==> config.mk <==
export PLATFORM = sky130hd
export DESIGN_NAME = online_ccm_pipe
export DESIGN_NICKNAME = d
export VERILOG_FILES = /design/src/rtl/online_ccm_pipe_pkg.sv /design/src/rtl/online_adder.sv /design/src/rtl/online_ccm_pipe.sv
export SDC_FILE = /design/constraint.sdc
export NUM_CORES = 1
export LEC_CHECK = 0
export ABC_AREA = 1
export CORE_ASPECT_RATIO = 1.1
export CORE_UTILIZATION = 45
export DETAILED_ROUTE_END_ITERATION = 16
export DONT_BUFFER_PORTS = 1
export PLACE_DENSITY_LB_ADDON = 0.3
export SLEW_MARGIN = 15
export SYNTH_ARGS = -nofsm -noshare
export SYNTH_HDL_FRONTEND = slang
export SYNTH_SLANG_ARGS = --single-unit
==> constraint.sdc <==
create_clock -name clk -period 3.42 [get_ports clk]
set_input_delay 0.684 -clock clk [delete_from_list [all_inputs] [get_ports clk]]
set_output_delay 0.684 -clock clk [all_outputs]
set_load 0.01 [all_outputs]
==> src/rtl/online_ccm_pipe_pkg.sv <==
// Shared signed-digit encoding constants and helpers for the online CCM.
// A digit is a {pos,neg} bit pair whose value is pos - neg.
package online_ccm_pipe_pkg;

   localparam int SD_W   = 2;
   localparam int SD_POS = 1;
   localparam int SD_NEG = 0;

   function automatic int wl_out_f(input int stage, input int s1);
      return 2 * (stage + s1 + 1);
   endfunction

   function automatic logic [SD_W-1:0] sd_negate(input logic [SD_W-1:0] d);
      logic [SD_W-1:0] r;
      r         = '0;
      r[SD_POS] = d[SD_NEG];
      r[SD_NEG] = d[SD_POS];
      return r;
   endfunction

endpackage

==> src/rtl/online_adder.sv <==
// Carry-free signed-digit adder: two N-digit operands in, N+1 digits out.
// Two full-adder levels per digit; the injected LSB transfer cancels the bias.
module online_adder
   import online_ccm_pipe_pkg::*;
#(
   parameter int N = 8
) (
   input  logic [2*N-1:0] a,
   input  logic [2*N-1:0] b,
   input  logic           cin,
   output logic [2*N+1:0] sum
);

   logic [N:0]   h;
   logic [N:0]   c;
   logic [N-1:0] t;
   logic [N-1:0] s;

   always_comb begin
      logic pa, na, pb, nb;
      h    = '0;
      c    = '0;
      t    = '0;
      s    = '0;
      sum  = '0;
      pa   = 1'b0;
      na   = 1'b0;
      pb   = 1'b0;
      nb   = 1'b0;
      h[0] = 1'b1;
      c[0] = cin;
      for (int i = 0; i < N; i++) begin
         pa       = a[SD_W*i+SD_POS];
         na       = ~a[SD_W*i+SD_NEG];
         pb       = b[SD_W*i+SD_POS];
         t[i]     = pa ^ na ^ pb;
         h[i+1]   = (pa & na) | (pa & pb) | (na & pb);
      end
      for (int i = 0; i < N; i++) begin
         nb       = ~b[SD_W*i+SD_NEG];
         s[i]     = t[i] ^ nb ^ h[i];
         c[i+1]   = (t[i] & nb) | (t[i] & h[i]) | (nb & h[i]);
         sum[SD_W*i+SD_POS] = c[i];
         sum[SD_W*i+SD_NEG] = ~s[i];
      end
      // top digit = c[N] + h[N] - 1
      sum[SD_W*N+SD_POS] = c[N] & h[N];
      sum[SD_W*N+SD_NEG] = ~c[N] & ~h[N];
   end

endmodule

==> src/rtl/online_ccm_pipe.sv <==
// Two-stage elastic online constant-coefficient multiplier:
// y = x*(2^S1 + 2^S2) or x*(2^S1 - 2^S2), all in signed-digit form.
module online_ccm_pipe
   import online_ccm_pipe_pkg::*;
#(
   parameter  int STAGE  = 4,
   parameter  int S1     = 4,
   parameter  int S2     = 1,
   localparam int WL     = 2 * STAGE,
   localparam int WL_OA  = 2 * (STAGE + S1),
   localparam int WL_OUT = wl_out_f(STAGE, S1)
) (
   input  logic              clk,
   input  logic              rst,
   input  logic              in_valid,
   output logic              in_ready,
   input  logic [WL-1:0]     x,
   input  logic              neg,
   output logic              out_valid,
   input  logic              out_ready,
   output logic [WL_OUT-1:0] y
);

   if (S1 <= S2 || S2 < 0) begin : g_bad_shift
      $error("online_ccm_pipe: need S1 > S2 >= 0");
   end

   logic              v0;
   logic              v1;
   logic [WL-1:0]     x_r;
   logic              neg_r;
   logic [WL_OUT-1:0] y_r;

   logic [WL-1:0]     xn;
   logic [WL_OA-1:0]  a_op;
   logic [WL_OA-1:0]  b_op;
   logic [WL_OUT-1:0] sum;
   logic              take1;
   logic              accept;

   for (genvar g = 0; g < STAGE; g++) begin : g_neg
      assign xn[SD_W*g +: SD_W] = neg_r ? sd_negate(x_r[SD_W*g +: SD_W])
                                        : x_r[SD_W*g +: SD_W];
   end

   assign a_op = {x_r, {(2*S1){1'b0}}};
   assign b_op = WL_OA'(xn) << (SD_W * S2);

   online_adder #(
      .N (STAGE + S1)
   ) u_add (
      .a   (a_op),
      .b   (b_op),
      .cin (1'b0),
      .sum (sum)
   );

   assign take1     = v0 && (!v1 || out_ready);
   assign in_ready  = !rst && (!v0 || !v1 || out_ready);
   assign accept    = in_valid && in_ready;
   assign out_valid = v1;
   assign y         = y_r;

   always_ff @(posedge clk) begin
      if (rst) begin
         v0    <= 1'b0;
         x_r   <= '0;
         neg_r <= 1'b0;
      end else if (accept) begin
         v0    <= 1'b1;
         x_r   <= x;
         neg_r <= neg;
      end else if (take1) begin
         v0    <= 1'b0;
      end
   end

   always_ff @(posedge clk) begin
      if (rst) begin
         v1  <= 1'b0;
         y_r <= '0;
      end else if (take1) begin
         v1  <= 1'b1;
         y_r <= sum;
      end else if (out_ready) begin
         v1  <= 1'b0;
      end
   end

endmodule

# Yosys cells after proc, flatten, opt, wreduce, memory -nomap -nowiden
# Index checks and enable logic that the tools add are counted.
# Widths: inputs -> output; s select.
# totals
reg_bits	27
in_bits	13
out_inout_bits	20
wordCells	97
# op_classes
muxes	8
n_bitwise	73
n_reduce_logical	11
# op_table
cell	count
$not 1->1	23
$and 1x1->1	21
$xor 1x1->1	15
$or 1x1->1	14
$mux 2	4
$mux 1	4
$reduce_bool 2->1	2
$logic_and 1x1->1	3
$logic_not 1->1	3
$logic_or 1x1->1	3

# Logic depth before layout (Yosys ltp)
# Gate-level depths: netlist of run 1.
# depth
ltp_word	7
mapped_depth	10

# Hierarchy
# Synthesis of run 1 repeated with hierarchy kept, for this count alone.
# hier_totals
cells_unflattened	251
area_unflattened_um2	1803.0
# by_module_without_submodules
mod	instances	cells_each	area_each_um2
online_ccm_pipe	1	202	1362.6
online_adder	1	49	440.4

# Worst setup path after synthesis of run 1
# Ideal clock, no wire load.
# synth_path
path_type	reg2reg
start	reg neg_r
end	reg y_r[8] (netlist: y[8])
arrival_ns	1.816
setup_slack_ns	1.492
path_stages_with_launch	10
n_path_buf	1
synth_period_minus_slack_ns	1.928
path_cell_list	dfxtp_1 > buf_2 > nand2_1 > o21ai_0 > fa_1 > inv_1 > fa_1 > nand3_1 > nand2_1 > nor2_1
# synth_via
elab_chain_len	5
elab_cells_between_ends	7
# synth_rtl
element	line_no	rtl
from (decl)	online_ccm_pipe.sv:31	logic neg_r;
from (signal assigned)	online_ccm_pipe.sv:72	neg_r <= neg;
$mux 2	online_ccm_pipe.sv:42	assign xn[SD_W*g +: SD_W] = neg_r ? sd_negate(x_r[SD_W*g +: SD_W])
$xor 1x1->1 or $not 1->1 (tied branches)	online_adder.sv:36, online_adder.sv:40	
$xor 1x1->1	online_adder.sv:41	s[i] = t[i] ^ nb ^ h[i];
$xor 1x1->1 (*)	online_adder.sv:41	
$not 1->1 (*)	online_adder.sv:44	sum[SD_W*i+SD_NEG] = ~s[i];
to (signal assigned)	online_ccm_pipe.sv:84	y_r <= sum;
to (decl)	online_ccm_pipe.sv:32	logic [WL_OUT-1:0] y_r;
# Mark *: on every way between the ends. The rest lies on a longest branch, timed or not.
# A chain may end at the register's enable or synchronous reset.

# Worst setup path in the final report of run 1
# Ends and elaborated chain as after synthesis.

==> results of run 1 <==
synth_stat cells (all sizes together):
master | instances | area, sq um
nand2 | 44 | 167.7
nor2 | 41 | 156.4
inv | 29 | 108.9
dfxtp | 27 | 540.5
nand3 | 17 | 85.08
buf | 10 | 73.81
nand4 | 9 | 56.30
o21ai | 8 | 40.04
ha | 7 | 87.58
fa | 4 | 80.08
a21oi | 3 | 26.28
clkbuf | 2 | 7.510
a31oi | 1 | 6.260
conb | 1 | 3.750
area by class of cell:
cell class | count | area, sq um
clock buffers | 4 | 26.28
fillers | 325 | 1617
inverters | 29 | 108.9
multi-input cells | 136 | 713.2
flip-flops and latches | 27 | 540.5
well taps | 34 | 42.54
registers in the layout, summed over array words and instances, names as in the netlist:
signal,cells
x_r,8
v0,1
y,16
out_valid,1
neg_r,1
how the worst min path moves through the flow:
stage | from | endpoint | slack [ns]
6_report | rst | out_valid$_SDFFE_PP0P_ | 0.40
3_3_place_gp | y[15]$_SDFFE_PP0P_ | y[15]$_SDFFE_PP0P_ | 0.52
5_1_grt | rst | out_valid$_SDFFE_PP0P_ | 0.38
2_1_floorplan | y[10]$_SDFFE_PP0P_ | y[10]$_SDFFE_PP0P_ | 0.50
3_5_place_dp | y[12]$_SDFFE_PP0P_ | y[12]$_SDFFE_PP0P_ | 0.52
4_1_cts | rst | out_valid$_SDFFE_PP0P_ | 0.39
metal layers:
layer	wire length [microns]	vias to the layer above
met5	0	-
met4	48	0
met3	119	5
met2	971	27
met1	1243	469
li1	-	607
cells by family after synthesis:
logic type               Yosys count
AND/OR/NAND/NOR                  111
flip-flops                        27
other                              1
buffers and inverters             41
adder cells (fa/ha/maj)           11
AO/OA/AOI/OAI                     12
power by group:
| group | internal (mW) | switching [mW] |
|---|---|---|
| combinational | 0.0481 | 0.0714 |
| sequential | 0.340 | 0.0294 |
| clock | 0.0458 | 0.0921 |
| total | 0.434 | 0.193 |
stage by stage:
step | power, mW | setup slack, ns
after detailed placement | 0.4988 | 1.290
after floorplan | 0.4829 | 1.492
after CTS | 0.6386 | 1.281
after global routing | 0.6805 | 1.152
after global placement | 0.4959 | 1.356
final | 0.6269 | 1.292
==> run summary, run 1 <==
M3 GR Usage -> 3.361%
maximum clock insertion buffer count -> 2
Adder-Cell Fraction of Synth Area -> 11.64%
Compound-Gate Fraction of Synth Area -> 5.039%
r2r setup slk -> 1.29 ns
most used cell, CP -> fa_1
sequential fraction of the synthesis area -> 37.53%
DIE WIDTH -> 55.94 microns
Skew-Pair Late Insertion Delay -> 0.32 ns
final setup fails -> 0
Yosys warning count -> 0
VDD IR-drop max -> 0.2396 mV
cell family with most CP delay -> adder cells
CTS tree -> built
Die Ht -> 61.33 microns
vias -> 1108
PwrDens -> 438.0 nW/um^2
clk sink count -> 27
Routed Wire Length -> 2383 microns
worst r2r path cells -> 7
number of cells on the worst hold path -> 1
die area -> 3431 sq um
Tmin final -> 2.128 ns
Non-Filler Cell Area, Final -> 1431 sq um
XOR/XNOR Fraction of Synth Area -> 0%
crit path launch type -> flip-flop
first-pass GRT wire length -> 4091 microns
commonest non-fill, non-tap cells in the layout -> nand2_1 (43), nor2_1 (40), inv_1 (27), dfxtp_1 (27), nand3_1 (17)
grt peak-use layer -> met2
worst hold-check path type -> input port to flip-flop
Resize count post-CTS -> 0
share of post-route cells with drive strength above 1 -> 4.082%
share of the clock period used by the worst path after layout -> 62.22%
crit path DAT -> 2.37 ns
TritonCTS Buffers -> 3
gp weighted congestion -> 0.7523
CTS H-Tree Depth -> 1
beginning of the critical path -> neg_r$_SDFFE_PP0P_
setup tns final -> 0 ns
Post-DP HPWL -> 1793 microns
Post-CTS Hold Buffers -> 0
Post-CTS Repair Setup Buffers -> 0
Mapped Area -> 1440 sq um
wire per inst -> 10.36 microns
Slew headroom -> 62.68%
Crit Reg-Reg Startpoint -> neg_r$_SDFFE_PP0P_
PortBufs -> 0
CP peak stage delay -> 0.60 ns
cell count after placement -> 226
GR Layer Usage met1 -> 19.66%
Core ar. -> 3048 sq um
global route total overflow -> 0
status -> complete, no violations
largest net degree at the start of global routing -> 26
GRT Util Overall -> 15.09%
fin cells -> 230
CP Cell Sequence -> o21ai_0, fa_1, inv_1, fa_1, nand3_1, nand2_1, nor2_1
antenna violations before repair -> 0
WP depth -> 7
Layout Nets -> 221
Final Max Slew Viols -> 0
initial core utilization -> 47.25%
Crit. End Element -> flip-flop
Setup CP Type -> flip-flop to flip-flop
Worst-Margin Slew -> 0.5590 ns
max_cap viols -> 0
Post-DP Area -> 1405 sq um
cell at the root of the clock tree -> clkbuf_4
DRC -> 0
area growth from synthesis to layout -> -0.6083%
Initial DRC Count -> 46
commonest non-fill, non-tap cell in the layout -> nand2_1
Yosys reg bits -> 27
drt pass-1 iters -> 4
vias in the first global route -> 967
hold_ws -> 0.4034 ns
Syn Inst Count -> 203
unrepaired setup endpoints after global routing -> no
maximum clock rate -> 469.9 MHz
Max FO, Critical Path -> 17
mux contribution to synthesized area -> 0%
CP max-delay cell -> dfxtp_1
crit path to -> y[8]$_SDFFE_PP0P_
io pins -> 33
Required @ worst endpoint -> 3.66 ns
Worst Skew -> 0.001657 ns
R2R Path End -> y[8]$_SDFFE_PP0P_
Post-Synth Simple-Gate Area -> 32.32%
DR vias/cell -> 4.817
antenna cells -> 0
Clock transition at path regs -> 0.14 ns
Rows -> 21
largest family of logic cells by synthesized area -> simple AND/OR/NAND/NOR gates
syn avg cell area -> 7.094 sq um
ANT nets after route -> 0
Final Util -> 46.96%
Final Hold Viols -> 0
count of cell types in the netlist -> 20
Bufs and invs on worst path -> 1
global routing usage on met2 -> 24.78%
P_leak -> 0.6975 nW
(Power assumes the default switching activity.)
==> inputs of run 2 (changes only) <==
==> constraint.sdc (replaced) <==
create_clock -name clk -period 1.98 [get_ports clk]
set_input_delay 0.396 -clock clk [delete_from_list [all_inputs] [get_ports clk]]
set_output_delay 0.396 -clock clk [all_outputs]
set_load 0.01 [all_outputs]
==> run 2 against run 1 <==
Effect of this change:
- setup slack lost 1.1 ns
- core utilization rose by 1.0 points
- via count rose by 1.1%
- register-to-register slack got worse by 1.1 ns
- wire length up 2.6%
- sequential cell count is the same
- hold slack lost 0.28 ns
- critical path depth up 2
- die area unchanged
- clock skew grew 0.0047 ns
- critical path type unchanged
==> run summary, run 2 (synthesis gave the netlist of run 1 again) <==
setup tns final -> 0 ns (unchanged)
drt pass-1 iters -> 4 (unchanged)
antenna violations before repair -> 0 (unchanged)
Worst Skew -> 0.006367 ns (was 0.001657 ns)
Tmin final -> 1.832 ns (was 2.128 ns)
Required @ worst endpoint -> 2.21 ns (was 3.66 ns)
DIE WIDTH -> 55.94 microns (unchanged)
Max FO, Critical Path -> 3 (was 17)
Largest register FFs -> 16 (unchanged)
Final Hold Viols -> 0 (unchanged)
CTS H-Tree Depth -> 1 (unchanged)
Post-DP Area -> 1435 sq um (was 1405 sq um)
Post-DP HPWL -> 1780 microns (was 1793 microns)
initial core utilization -> 47.25% (unchanged)
Skew-Pair Late Insertion Delay -> 0.32 ns (about the same)
Clock transition at path regs -> 0.14 ns (about the same)
vias -> 1120 (was 1108)
TritonCTS Buffers -> 3 (unchanged)
crit path DAT -> 2.07 ns (was 2.37 ns)
Initial DRC Count -> 19 (was 46)
antenna cells -> 0 (unchanged)
Final Util -> 47.99% (was 46.96%)
share of the clock period used by the worst path after layout -> 92.55% (was 62.22%)
gp weighted congestion -> 0.7305 (was 0.7523)
wire per inst -> 10.45 microns (was 10.36 microns)
max_cap viols -> 0 (unchanged)
share of post-route cells with drive strength above 1 -> 6.500% (was 4.082%)
CTS tree -> built (unchanged)
largest net degree at the start of global routing -> 25 (was 26)
HP Start -> rst (unchanged)
GRT Util Overall -> 15.81% (was 15.09%)
maximum clock insertion buffer count -> 2 (unchanged)
commonest non-fill, non-tap cell in the layout -> nand2_1 (unchanged)
number of cells on the worst hold path -> 1 (unchanged)
final setup fails -> 0 (unchanged)
Setup CP Type -> flip-flop to flip-flop (unchanged)
Rows -> 21 (unchanged)
Routed Wire Length -> 2446 microns (was 2383 microns)
Die Ht -> 61.33 microns (unchanged)
DRC -> 0 (unchanged)
first-pass GRT wire length -> 4222 microns (was 4091 microns)
Non-Filler Cell Area, Final -> 1463 sq um (was 1431 sq um)
Layout Nets -> 225 (was 221)
P_leak -> 0.7182 nW (was 0.6975 nW)
worst hold-check path type -> input port to flip-flop (unchanged)
crit path launch type -> flip-flop (unchanged)
Core ar. -> 3048 sq um (unchanged)
die area -> 3431 sq um (unchanged)
beginning of the critical path -> x_r[6]$_SDFFE_PP0P_ (was neg_r$_SDFFE_PP0P_)
PortBufs -> 0 (unchanged)
status -> complete, no violations (unchanged)
clk sink count -> 27 (unchanged)
vias in the first global route -> 1008 (was 967)
DR vias/cell -> 4.786 (was 4.817)
ANT nets after route -> 0 (unchanged)
commonest non-fill, non-tap cells in the layout -> nand2_1 (43), nor2_1 (40), inv_1 (27), dfxtp_1 (26), nand3_1 (17) (was nand2_1 (43), nor2_1 (40), inv_1 (27), dfxtp_1 (27), nand3_1 (17))
Final Max Slew Viols -> 0 (unchanged)
unrepaired setup endpoints after global routing -> no (unchanged)
PwrDens -> 744.5 nW/um^2 (was 438.0 nW/um^2)
Crit Reg-Reg Startpoint -> x_r[6]$_SDFFE_PP0P_ (was neg_r$_SDFFE_PP0P_)
worst r2r path cells -> 9 (was 7)
cell at the root of the clock tree -> clkbuf_4 (unchanged)
VDD IR-drop max -> 0.3663 mV (was 0.2396 mV)
area growth from synthesis to layout -> 1.564% (was -0.6083%)
Crit. End Element -> flip-flop (unchanged)
maximum clock rate -> 545.7 MHz (was 469.9 MHz)
io pins -> 33 (unchanged)
global route total overflow -> 0 (unchanged)
## run 2: cell types whose count changed in the layout (fill, tap and decap cells not counted)
cell | previous run | this run
o21ai_0 | 8 | 7
dfxtp_2 | 0 | 1
o21ai_1 | 0 | 1
buf_4 | 0 | 4
dfxtp_1 | 27 | 26
## run 2: report_power, final
part	switching, mW	internal [mW]	total (mW)	leakage [nW]
Combinational	0.135	0.0900	0.225	0.480
Clock	0.156	0.0789	0.235	0.0150
Sequential	0.0411	0.588	0.629	0.223
Total	0.332	0.757	1.09	0.718
## run 2: worst paths after layout
kind	slack, ns	end
worst min-delay path	0.12	out_valid$_SDFFE_PP0P_
worst max-delay path	0.15	y[8]$_SDFFE_PP0P_
worst min register to register	0.53	y[12]$_SDFFE_PP0P_
worst max register to register	0.15	y[8]$_SDFFE_PP0P_
## run 2: through the flow
step	total power, mW	instances	hold WS (ns)	setup slack, ns
5_1_grt	1.177	234	0.09046	0.03053
3_3_place_gp	0.8644	230	0.4708	0.1739
4_1_cts	1.106	234	0.1038	0.09169
6_report	1.089	234	0.1191	0.1475
3_5_place_dp	0.8692	230	0.4695	0.1139
2_1_floorplan	0.8340	204	0.5034	0.05235
## run 2: layout make-up
cell class                 instances  area [sq um]
fill                             308          1585
multi-input combinational        136         713.2
clock buffer                       4         26.28
tap                               34         42.54
sequential                        27         541.8
inverter                          29         108.9
timing repair buffer               4         30.03
## run 2: critical path: stages (launching register included)
cell     delay, ns
dfxtp_2       0.35
inv_1         0.06
nand2_1       0.05
o21ai_1       0.07
fa_1          0.49
inv_1         0.05
fa_1          0.49
nand3_1       0.07
nand2_1       0.07
nor2_1        0.04
## run 2: metal layers
metal	wire length, microns	vias up	global-route usage (%)
li1	-	620	-
met2	1022	27	26.51
met3	113	2	3.151
met5	0	-	0
met4	21	0	8.362
met1	1289	471	19.77
## run 2: what timing repair did
action | CTS | global route
setup buffers | 0 | 0
setup endpoints to repair | 0 | 2
hold buffers | 0 | 0
resized for setup | 0 | 2
==> inputs of run 3 (changes only) <==
--- a/config.mk
+++ b/config.mk
@@ -7,6 +7,7 @@
 export LEC_CHECK = 0
 export ABC_AREA = 1
 export CORE_ASPECT_RATIO = 1.1
+export CORE_MARGIN = 1
 export CORE_UTILIZATION = 45
 export DETAILED_ROUTE_END_ITERATION = 16
 export DONT_BUFFER_PORTS = 1
@@ -14,4 +15,5 @@
 export SLEW_MARGIN = 15
 export SYNTH_ARGS = -nofsm -noshare
 export SYNTH_HDL_FRONTEND = slang
+export SYNTH_HIERARCHICAL = 1
 export SYNTH_SLANG_ARGS = --single-unit
==> run 3 against run 2 <==
Effect of this change:
- sequential cell count up 2
- synthesized cell count up 24%
- via count up 27%
- critical path depth unchanged
- final cell count up 36%
- global-route usage up 0.71 points
- core utilization up 5.2 points
- non-clock buffer count up 2
- critical endpoint is now y[2]$_SDFFE_PP0P_
- largest cell class unchanged
- largest power group unchanged
- highest routed layer unchanged
==> run summary, run 3 <==
Skew-Pair Late Insertion Delay -> 0.28 ns (was 0.32 ns)
TritonCTS Buffers -> 5 (was 3)
gp weighted congestion -> 0.7594 (was 0.7305)
largest net degree at the start of global routing -> 20 (was 25)
Syn Inst Count -> 251 (was 203)
io pins -> 33 (unchanged)
Yosys reg bits -> 29 (was 27)
commonest non-fill, non-tap cells in the layout -> inv_1 (59), nor2_1 (47), nand2_1 (44), dfxtp_1 (26) (was nand2_1 (43), nor2_1 (40), inv_1 (27), dfxtp_1 (26), nand3_1 (17))
Max FO, Critical Path -> 3 (unchanged)
share of the clock period used by the worst path after layout -> 93.42% (was 92.55%)
vias in the first global route -> 1223 (was 1008)
Required @ worst endpoint -> 2.15 ns (was 2.21 ns)
Sw Share -> 30.33% (was 30.51%)
Final Util -> 53.21% (was 47.99%)
global route total overflow -> 0 (unchanged)
Largest register FFs -> 18 (was 16)
Setup CP Type -> flip-flop to flip-flop (unchanged)
ANT nets after route -> 0 (unchanged)
Routed Wire Length -> 3080 microns (was 2446 microns)
Fill cells -> 405 (was 308)
PwrDens -> 750.2 nW/um^2 (was 744.5 nW/um^2)
worst hold-check path type -> input port to flip-flop (unchanged)
Die Ht -> 68.39 microns (was 61.33 microns)
Comb power frac -> 21.7% (was 20.6%)
CTS H-Tree Depth -> 2 (was 1)
Non-Filler Cell Area, Final -> 1991 sq um (was 1463 sq um)
worst r2r path cells -> 9 (unchanged)
unrepaired setup endpoints after global routing -> no (unchanged)
internal power -> 1.040 mW (was 0.7567 mW)
syn avg cell area -> 7.183 sq um (was 7.094 sq um)
cell family with most CP delay -> adder cells (unchanged)
CP peak stage delay -> 0.43 ns (was 0.49 ns)
clk sink count -> 29 (was 27)
antenna cells -> 0 (unchanged)
number of cells on the worst hold path -> 1 (unchanged)
Tmin final -> 1.850 ns (was 1.832 ns)
final setup fails -> 0 (unchanged)
share of post-route cells with drive strength above 1 -> 9.294% (was 6.500%)
Synth top cells by count -> inv_1 (59), nor2_1 (47), nand2_1 (44) (was nand2_1 (43), nor2_1 (40), dfxtp_1 (27), inv_1 (27), nand3_1 (17))
GRT Util Overall -> 16.53% (was 15.81%)
wire per inst -> 9.655 microns (was 10.45 microns)
cell at the root of the clock tree -> clkbuf_8 (was clkbuf_4)
top-count cell post-synth -> inv_1 (was nand2_1)
Post-CTS Hold Buffers -> 0 (unchanged)
first-pass GRT wire length -> 5464 microns (was 4222 microns)
Mapped Area -> 1803 sq um (was 1440 sq um)
EDFF count, synth -> 0 (unchanged)
most used cell, CP -> inv_1
sequential fraction of the synthesis area -> 32.20% (was 37.53%)
setup tns final -> 0 ns (unchanged)
commonest non-fill, non-tap cell in the layout -> inv_1 (was nand2_1)
maximum clock rate -> 540.6 MHz (was 545.7 MHz)
Rows -> 23 (was 21)
top_reg_cell synth -> dfxtp_1 (unchanged)
CTS tree -> built (unchanged)
Clock transition at path regs -> 0.06 ns (was 0.14 ns)
Synth area leaders -> dfxtp_1 (32%), fa_1 (17%), inv_1 (12%) (was dfxtp_1 (38%), nand2_1 (11%), nor2_1 (10%))
area growth from synthesis to layout -> 10.41% (was 1.564%)
CP Cell Sequence -> inv_1, o21ai_1, fa_1, inv_1, fa_1, inv_1, nand3_1, nand2_1, nor2_1 (was inv_1, nand2_1, o21ai_1, fa_1, inv_1, fa_1, nand3_1, nand2_1, nor2_1)
antenna violations before repair -> 0 (unchanged)
maximum clock insertion buffer count -> 2 (unchanged)
Crit. End Element -> flip-flop (unchanged)
initial core utilization -> 48.19% (was 47.25%)
DRC -> 0 (unchanged)
Worst Skew -> 0.007003 ns (was 0.006367 ns)
CP max-delay cell -> fa_1 (unchanged)
Bufs and invs on worst path -> 3 (was 2)
Layout Nets -> 298 (was 225)
leading area contributor after synthesis -> dfxtp_1 (unchanged)
Core ar. -> 3741 sq um (was 3048 sq um)
FFs w/ async S/R, synth -> 0% (unchanged)
share of the synthesized area in the top cell type -> 32.20% (was 37.53%)
vias -> 1427 (was 1120)
VDD IR-drop max -> 0.4462 mV (was 0.3663 mV)
crit path launch type -> flip-flop (unchanged)
Initial DRC Count -> 37 (was 19)
Post-DP HPWL -> 2382 microns (was 1780 microns)
Flop pwr share -> 45.9% (was 57.8%)
part of the power in the clock network -> 32.4% (was 21.6%)
drt pass-1 iters -> 4 (unchanged)
total power draw -> 1.493 mW (was 1.089 mW)
count of cell types in the netlist -> 22 (was 20)
die area -> 4264 sq um (was 3431 sq um)
Yosys warning count -> 6 (was 0)
status -> complete, no violations (unchanged)
Final Max Slew Viols -> 0 (unchanged)
PortBufs -> 0 (unchanged)
Post-DP Area -> 1888 sq um (was 1435 sq um)
DIE WIDTH -> 62.35 microns (was 55.94 microns)
P_leak -> 1.004 nW (was 0.7182 nW)
max_cap viols -> 0 (unchanged)
WP depth -> 9 (unchanged)
crit path DAT -> 2.02 ns (was 2.07 ns)
P_sw -> 0.4530 mW (was 0.3322 mW)
Final Hold Viols -> 0 (unchanged)
DR vias/cell -> 4.473 (was 4.786)
[run 3: layout make-up]
class	instances	area (sq um)	area share, %
clock buffer	7	86.33	4.337
inverter	61	229.0	11.50
multi-input combinational	166	983.4	49.40
sequential	29	586.8	29.48
tap	50	62.56	3.143
timing repair buffer	6	42.54	2.137
[run 3: power by group through the flow]
stage	clock network (mW)	registers, mW	logic, mW
2_1_floorplan	0	0.690	0.286
3_3_place_gp	0	0.700	0.314
3_5_place_dp	0	0.701	0.321
4_1_cts	0.492	0.689	0.323
5_1_grt	0.509	0.695	0.403
6_report	0.483	0.686	0.324
[run 3: worst paths after layout]
kind                                          start                 to  slack (ns)
worst min register to register    y[3]$_SDFFE_PP0P_  y[3]$_SDFFE_PP0P_        0.52
worst min-delay path                            rst    v0$_SDFFE_PP0P_        0.17
worst max register to register  x_r[1]$_SDFFE_PP0P_  y[2]$_SDFFE_PP0P_        0.13
worst max-delay path            x_r[1]$_SDFFE_PP0P_  y[2]$_SDFFE_PP0P_        0.13
[run 3: logic make-up after synthesis]
group                    synth area share [%]
flip-flops                              32.20
AND/OR/NAND/NOR                         29.08
other                                  0.2080
buffers and inverters                   16.93
AO/OA/AOI/OAI                           4.234
adder cells (fa/ha/maj)                 17.35
[run 3: metal layers]
| metal | global-route usage [%] | vias to the layer above | routed length, microns |
|---|---|---|---|
| li1 | - | 755 | - |
| met1 | 20.68 | 641 | 1537 |
| met2 | 27.61 | 29 | 1400 |
| met3 | 4.000 | 2 | 121 |
| met4 | 6.977 | 0 | 21 |
| met5 | 0 | - | 0 |
[run 3: metrics by stage]
stage	std cells	hold slack, ns	setup WS (ns)
5_1_grt	319	0.1664	0.006110
2_1_floorplan	267	0.4834	0.05864
3_3_place_gp	311	0.4624	0.04095
3_5_place_dp	311	0.4617	-0.01420
4_1_cts	318	0.1651	0.01342
6_report	319	0.1715	0.1303
[run 3: timing repair]
| action | in CTS | in global routing |
|---|---|---|
| setup endpoints to repair | 2 | 12 |
| pin swaps | 0 | 1 |
| gates resized for setup | 2 | 7 |
| setup buffers | 0 | 1 |
[run 3: worst register-to-register path: stages, from the launching register on]
cell     delay (ns)
dfxtp_2        0.36
inv_1          0.06
o21ai_1        0.16
fa_1           0.43
inv_1          0.08
fa_1           0.41
inv_1          0.06
nand3_1        0.07
nand2_1        0.07
nor2_1         0.04
